==> config.mk <==
export PLATFORM = sky130hd
export DESIGN_NAME = word_serializer
export DESIGN_NICKNAME = d
export VERILOG_FILES = /design/src/rtl/word_serializer.sv
export SDC_FILE = /design/constraint.sdc
export NUM_CORES = 1
export LEC_CHECK = 0
export BUFFER_PORTS_ARGS = -buffer_cell sky130_fd_sc_hd__buf_2
export CAP_MARGIN = 5
export CELL_PAD_IN_SITES_DETAIL_PLACEMENT = 2
export CELL_PAD_IN_SITES_GLOBAL_PLACEMENT = 2
export CORE_ASPECT_RATIO = 0.7
export CORE_MARGIN = 2
export CORE_UTILIZATION = 30
export CTS_CLUSTER_SIZE = 25
export DETAILED_ROUTE_END_ITERATION = 12
export MAX_ROUTING_LAYER = met4
export PLACE_DENSITY = 0.73
export SLEW_MARGIN = 20
export SYNTH_ARGS = -nofsm -noshare
export SYNTH_HDL_FRONTEND = slang
export SYNTH_SLANG_ARGS = --single-unit
==> constraint.sdc <==
create_clock -name clk -period 3.65 [get_ports clk]
set_input_delay 0.9125 -clock clk [delete_from_list [all_inputs] [get_ports clk]]
set_output_delay 0.9125 -clock clk [all_outputs]
set_load 0.02 [all_outputs]
==> src/rtl/word_serializer.sv <==
`default_nettype none
// ============================================================================
// Module   : word_serializer
// Purpose  : Accepts one WORD_SIZE-bit word over a valid/ready handshake and
//            emits it as N = WORD_SIZE/8 bytes, LSB byte first, one byte per
//            accepted cycle. Counts the ones of each word as its bytes leave.
//            Back-to-back words are sent with no bubble between them.
// Revision : 1.0 - initial release
// ----------------------------------------------------------------------------
// Optional build macro:
//   SER_PRBS_EN - adds input prbs_en and a PRBS-31 (x^31 + x^28 + 1) source.
//                 While prbs_en is high the word input is ignored and the
//                 block emits endless N-byte PRBS frames with unchanged
//                 framing (byte_last / word_ones / word_ones_valid).
// ----------------------------------------------------------------------------
// Ports:
//   clk             in   1          clock, rising edge
//   rst_n           in   1          asynchronous reset, active low
//   word_data       in   WORD_SIZE  word to serialize
//   word_valid      in   1          word_data is valid
//   word_ready      out  1          a word is accepted this cycle
//   byte_data       out  8          current output byte
//   byte_valid      out  1          byte_data is valid
//   byte_ready      in   1          downstream accepts the byte
//   byte_last       out  1          current byte is byte N-1 of its word
//   word_ones       out  ONES_W     ones count of the last completed word
//   word_ones_valid out  1          one-cycle pulse when word_ones updates
//   busy            out  1          a word is being sent
//   prbs_en         in   1          (SER_PRBS_EN only) select PRBS frames
// ============================================================================
module word_serializer #(
  parameter int WORD_SIZE = 256
) (
  input  logic                         clk,
  input  logic                         rst_n,
  input  logic [WORD_SIZE-1:0]         word_data,
  input  logic                         word_valid,
  output logic                         word_ready,
  output logic [7:0]                   byte_data,
  output logic                         byte_valid,
  input  logic                         byte_ready,
  output logic                         byte_last,
  output logic [$clog2(WORD_SIZE):0]   word_ones,
  output logic                         word_ones_valid,
  output logic                         busy
`ifdef SER_PRBS_EN
  ,
  input  logic                         prbs_en
`endif
);

  localparam int N      = WORD_SIZE / 8;
  localparam int CNT_W  = $clog2(N);
  localparam int ONES_W = $clog2(WORD_SIZE) + 1;

  // Reject illegal word sizes at elaboration time.
  generate
    if ((WORD_SIZE % 8) != 0 || WORD_SIZE < 16) begin : g_bad_word_size
      $error("word_serializer: WORD_SIZE must be a multiple of 8 and >= 16");
    end
  endgenerate

  typedef enum logic [0:0] {
    ST_IDLE = 1'b0,
    ST_SEND = 1'b1
  } state_e;

  // --------------------------------------------------------------------------
  // Registers
  // --------------------------------------------------------------------------
  state_e               state_q, state_d;
  logic [WORD_SIZE-1:0] shift_q, shift_d;
  logic [CNT_W-1:0]     cnt_q, cnt_d;
  logic [ONES_W-1:0]    acc_q, acc_d;
  logic [ONES_W-1:0]    ones_q, ones_d;
  logic                 ones_vld_q, ones_vld_d;

  // --------------------------------------------------------------------------
  // Helpers
  // --------------------------------------------------------------------------
  function automatic logic [3:0] popcount8(input logic [7:0] b);
    logic [3:0] c;
    c = '0;
    for (int i = 0; i < 8; i++) begin
      c = c + {3'b000, b[i]};
    end
    return c;
  endfunction

  logic       w_send;
  logic       w_last;
  logic       w_byte_fire;
  logic       w_word_fire;
  logic       w_window;
  logic [7:0] w_byte;
  logic [3:0] w_byte_ones;
  logic       w_prbs_req;   // a PRBS frame is requested at this decision point
  logic       w_prbs_mode;  // the frame in flight is a PRBS frame

`ifdef SER_PRBS_EN
  // --------------------------------------------------------------------------
  // PRBS-31 source (Fibonacci form). The output bit of each step is the MSB;
  // the first bit produced lands in byte bit 0.
  // --------------------------------------------------------------------------
  logic [30:0] lfsr_q, lfsr_d;
  logic        prbs_mode_q, prbs_mode_d;
  logic [7:0]  w_prbs_byte;
  logic [30:0] w_lfsr_adv;

  function automatic logic [30:0] lfsr_step(input logic [30:0] s);
    return {s[29:0], s[30] ^ s[27]};
  endfunction

  always_comb begin
    logic [30:0] s;
    s           = lfsr_q;
    w_prbs_byte = '0;
    for (int i = 0; i < 8; i++) begin
      w_prbs_byte[i] = s[30];
      s              = lfsr_step(s);
    end
    w_lfsr_adv = s;
  end

  assign w_prbs_req  = prbs_en;
  assign w_prbs_mode = prbs_mode_q;
  assign w_byte      = prbs_mode_q ? w_prbs_byte : shift_q[7:0];
`else
  assign w_prbs_req  = 1'b0;
  assign w_prbs_mode = 1'b0;
  assign w_byte      = shift_q[7:0];
`endif

  // --------------------------------------------------------------------------
  // Combinational outputs and handshakes
  // --------------------------------------------------------------------------
  assign w_send      = (state_q == ST_SEND);
  assign w_last      = w_send && (cnt_q == CNT_W'(N - 1));
  assign w_byte_fire = w_send && byte_ready;
  assign w_byte_ones = popcount8(w_byte);

  // Words are taken in IDLE, or on the edge that retires the last byte so
  // the next word follows without a bubble.
  assign w_window    = (state_q == ST_IDLE) || (w_send && w_last && byte_ready);
  assign word_ready  = w_window && !w_prbs_req;
  assign w_word_fire = word_valid && word_ready;

  assign byte_data       = w_byte;
  assign byte_valid      = w_send;
  assign byte_last       = w_last;
  assign busy            = w_send;
  assign word_ones       = ones_q;
  assign word_ones_valid = ones_vld_q;

  // --------------------------------------------------------------------------
  // Next-state logic
  // --------------------------------------------------------------------------
  always_comb begin
    state_d    = state_q;
    shift_d    = shift_q;
    cnt_d      = cnt_q;
    acc_d      = acc_q;
    ones_d     = ones_q;
    ones_vld_d = 1'b0;
`ifdef SER_PRBS_EN
    lfsr_d      = lfsr_q;
    prbs_mode_d = prbs_mode_q;
`endif

    case (state_q)
      ST_IDLE: begin
        if (w_prbs_req) begin
          state_d = ST_SEND;
          cnt_d   = '0;
          acc_d   = '0;
`ifdef SER_PRBS_EN
          prbs_mode_d = 1'b1;
`endif
        end else if (w_word_fire) begin
          state_d = ST_SEND;
          shift_d = word_data;
          cnt_d   = '0;
          acc_d   = '0;
        end
      end

      ST_SEND: begin
        if (w_byte_fire) begin
`ifdef SER_PRBS_EN
          if (w_prbs_mode) begin
            lfsr_d = w_lfsr_adv;
          end
`endif
          if (!w_last) begin
            shift_d = shift_q >> 8;
            cnt_d   = cnt_q + CNT_W'(1);
            acc_d   = acc_q + ONES_W'(w_byte_ones);
          end else begin
            // Word complete: publish the count and choose what follows.
            ones_d     = acc_q + ONES_W'(w_byte_ones);
            ones_vld_d = 1'b1;
            cnt_d      = '0;
            acc_d      = '0;
            if (w_prbs_req) begin
              state_d = ST_SEND;
`ifdef SER_PRBS_EN
              prbs_mode_d = 1'b1;
`endif
            end else if (w_word_fire) begin
              state_d = ST_SEND;
              shift_d = word_data;
`ifdef SER_PRBS_EN
              prbs_mode_d = 1'b0;
`endif
            end else begin
              state_d = ST_IDLE;
`ifdef SER_PRBS_EN
              prbs_mode_d = 1'b0;
`endif
            end
          end
        end
      end

      default: begin
        state_d = ST_IDLE;
      end
    endcase
  end

  // --------------------------------------------------------------------------
  // State registers
  // --------------------------------------------------------------------------
  always_ff @(posedge clk or negedge rst_n) begin
    if (!rst_n) begin
      state_q    <= ST_IDLE;
      shift_q    <= '0;
      cnt_q      <= '0;
      acc_q      <= '0;
      ones_q     <= '0;
      ones_vld_q <= 1'b0;
    end else begin
      state_q    <= state_d;
      shift_q    <= shift_d;
      cnt_q      <= cnt_d;
      acc_q      <= acc_d;
      ones_q     <= ones_d;
      ones_vld_q <= ones_vld_d;
    end
  end

`ifdef SER_PRBS_EN
  always_ff @(posedge clk or negedge rst_n) begin
    if (!rst_n) begin
      lfsr_q      <= 31'h7FFF_FFFF;
      prbs_mode_q <= 1'b0;
    end else begin
      lfsr_q      <= lfsr_d;
      prbs_mode_q <= prbs_mode_d;
    end
  end
`endif

endmodule
`default_nettype wire

After elaboration in Yosys (flattened, before gate mapping)
Index checks and enable logic that the tools add are counted. Widths: inputs -> output; s select.

Flip-flop bits (word level): 281. Input port bits: 260. Output and inout bits: 22.

Add/sub/neg operators: 9. Equal/unequal tests: 3. Muxes and demuxes: 19. Bitwise gates (word level): 1. Reductions and logical operators: 8.

Operators by type and width (count): $mux 256 (3); $pmux 256 s2 (1); $mux 9 (3); $pmux 9 s2 (1); $add 4x1->4 (4); $mux 5 (3); $pmux 5 s2 (1); $add 9x4->9 (1); $mux 1 (6); $add 5x1->5 const B (1); $eq 5x5->1 const B (1); $logic_and 1x1->1 (5); $add 3x1->4 (1); $add 2x1->3 (1); $reduce_and 3->1 (1); $add 1x1->2 (1); $ne 2x1->1 const B (1); $ne 2x2->1 const B (1); $pmux 1 s2 (1); $reduce_and 2->1 (1); $logic_or 1x1->1 (1); $not 1->1 (1).

Longest topological paths before layout
Word-level depth: 11. Depth in mapped cells: 12.

Worst setup path before layout
Ideal clock, no wire load.

Kind: flip-flop to flip-flop. From: reg shift_q[0]. To: reg acc_q[4]. Arrival time: 3.506 ns. Setup slack: 0.061 ns. Stages on the path, launching flop included: 12. Path buffers: 0. Cells stage by stage: dfrtp_1 -> fa_1 -> inv_1 -> fa_1 -> fa_1 -> fa_1 -> fa_1 -> nor2b_1 -> o21ai_0 -> and2_1 -> or3_1 -> o21ai_0.

Word-level cells in the longest chain between the ends: 11.

RTL lines: start: declaration (line 72) `logic [WORD_SIZE-1:0] shift_q, shift_d;`; start signal: assignment (line 244) `shift_q <= shift_d;`; $add 1x1->2 (line 85) `c = c + {3'b000, b[i]};`; $add 2x1->3 (line 85); $add 3x1->4 (line 85); $add 4x1->4 (4 in a row) (line 85); $add 9x4->9 (line 197) `acc_d = acc_q + ONES_W'(w_byte_ones);`; $mux 9 (line 194) `if (!w_last) begin`; $mux 9 (line 188) `if (w_byte_fire) begin`; $pmux 9 s2 (line 170) `case (state_q)`; end signal: assignment (line 239) `acc_q <= '0;`; end signal: assignment (line 246) `acc_q <= acc_d;`; end: declaration (line 74) `logic [ONES_W-1:0] acc_q, acc_d;`.

Every way passes these cells. The select of a mux whose other input is x is not followed. A chain may end at the register's enable or synchronous reset.

Worst setup path after layout
Ends and elaborated chain as after synthesis.

==> results by group <==
Setup path
  – Worst Path Buf+Inv: 1
  – CP arrival: 4010 ps
  – Crit path top cell by count: fa_1
  – Worst path cell trace: fa_1, inv_1, fa_1, fa_1, fa_2, fa_2, nor2b_2, o21ai_2, and2_4, or3_1, o21ai_0
  – Worst setup path class: reg2reg
  – Max incr delay on CP: 530 ps
  – Worst setup EP type: register
  – Worst setup SP type: register
  – Worst reg2reg setup slack: 130 ps
  – CP Data Required Time: 4140 ps
  – Crit path max fanout: 4
  – Slowest cell on the critical path: fa_1
  – Crit path max-delay family: adder cells

Synth
  – Top cells by area, synth: dfrtp_1, o22ai_1, a21oi_1
  – Post-synth top flop: dfrtp_1
  – Synth area leader: dfrtp_1
  – Post-synth EDFFs: 0
  – Warnings, synthesis: 0
  – Async SR Flop Fraction: 100%
  – Cells after synthesis: 1282
  – Netlist cell types: 41
  – Register area share after synthesis: 57.4%
  – Mean Syn Cell Area: 9.55 um^2
  – Seq cells post-synth: 281
  – Top cell type's share of synthesized area: 57.4%
  – Mapped cell area: 12200 um^2
  – Syn nets: 1555

STA
  – Fin crit share: 96.5%
  – Min Tclk post-route: 3520 ps
  – Worst hold margin: 404 ps
  – Normalized max-slew margin: 26.4%
  – RSZ-0062 raised after global routing: true
  – Measured slew at the worst slew-check pin: 1090 ps
  – Worst Slack Setup Final: 126 ps
  – Hold Vio Cnt, Final: 0
  – Pins Over Slew Limit: 0
  – Worst Skew: 14.7 ps
  – Fmax: 284 MHz
  – Final setup vio count: 0

Routing
  – Via density: 5.23
  – Detailed Route WL: 44200 um
  – Vias: 10800
  – Iteration-0 DRC Markers: 446
  – Drt pass-1 iters: 4
  – DR WL/cell: 21.3 um
  – DRC viols: 0
  – Final ANT Viol Nets: 0

Clocking
  – CTS sink count: 281
  – Root Buffer Master: clkbuf_16
  – Total CTS buffers: 31
  – CTS clock-pin slew for the worst setup and hold paths: 60 ps
  – CTS tree: done
  – Longest Clk Path Bufs: 3
  – H-tree Lvls: 1
  – Clock latency on the worst-skew pair: 570 ps

Placement
  – GP Congestion: 0.814
  – DP Wirelength: 28500 um
  – Pre-CTS setup slack: -213 ps
  – Placed Cells: 2002
  – PortBufs: 281

Die
  – Starting Density: 30.6%
  – Die width: 245 um
  – Num rows: 61
  – Die extent in y: 173 um
  – CORE AREA: 40000 um^2
  – I/O pin count: 282
  – Die area: 42500 um^2

Final layout
  – Share of layout cells above drive strength 1: 24.7%
  – Multi-input gate area: 4620 um^2
  – Layout area overhead: 24.8%
  – Finished Layout Cells: 2075
  – Fill cells: 4436
  – # nets final: 1775
  – Register Area: 7030 um^2

Pwr
  – P_leak: 6.27 nW
  – PD cells: 816 nW/um^2
  – Pwr Total: 12.5 mW
  – Worst vdd ir: 0.339 mV

GRT
  – Initial antenna violation count: 15
  – Vias in the first global route: 11900
  – Met3 usage in global routing: 4.21%
  – First-pass GRT wire length: 69000 um
  – GRT Util Overall: 20.9%
  – Grt ovf: 0
  – Met2 usage: 32.1%
  – Busiest grt layer: met2
  – M1 GR Usage: 28.6%
  – Largest net degree at the start of global routing: 150

Worst hold path
  – Hold WC Path Type: in2async

Flow run
  – Max-cap viol count: 0

Outcome
  – Outcome: complete, no violations
## timing repair
| action | in CTS | in global routing |
|---|---|---|
| buffers inserted | 1 | 1 |
| hold endpoints to repair | 0 | 0 |
| gates resized for setup | 7 | 1 |
| pin swaps | 1 | 2 |
| setup endpoints to repair | 6 | 7 |
| hold buffers | 0 | 0 |
## cell type report
cell class | count | area share, %
Sequential cell | 281 | 46.0
Clock buffer | 44 | 5.86
Timing Repair Buffer | 312 | 11.7
Antenna cell | 17 | 0.278
Clock inverter | 10 | 1.15
Inverter | 14 | 0.344
Multi-Input combinational cell | 862 | 30.3
Tap cell | 535 | 4.38
## power breakdown
| part | switching, mW | total, mW | internal, mW |
|---|---|---|---|
| logic | 2.10 | 3.95 | 1.85 |
| registers | 0.796 | 5.14 | 4.35 |
| clock network | 1.33 | 3.37 | 2.04 |
## state kept, by name (all words and copies together) (netlist names)
register / count
word_ones: 9
shift_q: 256
cnt_q: 5
word_ones_valid: 1
busy: 1
acc_q: 9
## Yosys cell counts (all sizes together), types with 5 or more instances
cell type  instances
dfrtp            281
nor2             253
a21oi            249
o22ai            248
buf               66
clkbuf            59
o21ai             28
nand2             21
inv               14
a22o               8
ha                 8
a22oi              5
fa                 5
## placed cells by master, fill, tap and decap left out, drive strengths merged, types with 3 or more instances in the layout
cell type,instances
fa,5
bufinv,5
or3,3
nand2b,3
xnor2,4
o22ai,248
nand2,21
buf,312
clkbuf,44
ha,8
dfrtp,281
clkinv,5
and2,3
a21oi,249
a22oi,5
inv,14
o21ai,28
nor2,253
a22o,8
diode,17
## kinds of logic (layout without fill, tap and decap cells)
group	after synthesis	count (layout)	synth area share [%]
AOI/OAI and AO/OA	544	544	25.3
xor gates and xnor gates	6	6	0.429
adders and majority gates	13	13	1.64
buffers and inverters	139	380	5.22
DFF	281	281	57.4
muxes	2	2	0.174
other	0	17	0
and+or+nand+nor	297	297	9.83
## worst paths after layout
path	from	end	cells past startpoint
max	shift_q[0]$_DFFE_PN0P_	acc_q[4]$_DFFE_PN0P_	11
min	rst_n	shift_q[51]$_DFFE_PN0P_	1
max reg2reg	shift_q[0]$_DFFE_PN0P_	acc_q[4]$_DFFE_PN0P_	11
min reg2reg	word_ones[0]$_DFFE_PN0P_	word_ones[0]$_DFFE_PN0P_	2
max in group asynchronous	rst_n	shift_q[87]$_DFFE_PN0P_	2
min in group clk	word_ones[0]$_DFFE_PN0P_	word_ones[0]$_DFFE_PN0P_	2
## metrics by stage
step | area, um^2 | util [%] | TNS [ps]
4_1_cts | 15200 | 38.1 | 0
3_5_place_dp | 14100 | 35.3 | -825
6_report | 15300 | 38.2 | 0
3_3_place_gp | 14100 | 35.3 | -166
2_1_floorplan | 12200 | - | 0
5_1_grt | 15300 | 38.2 | -39.7
## per-layer routing
metal | share of wire [%] | wire length (um)
met4 | 1.7 | 762
met3 | 4.8 | 2100
met5 | 0 | 0
met1 | 47 | 20600
met2 | 47 | 20700
Power figures use the tool's default switching activity.
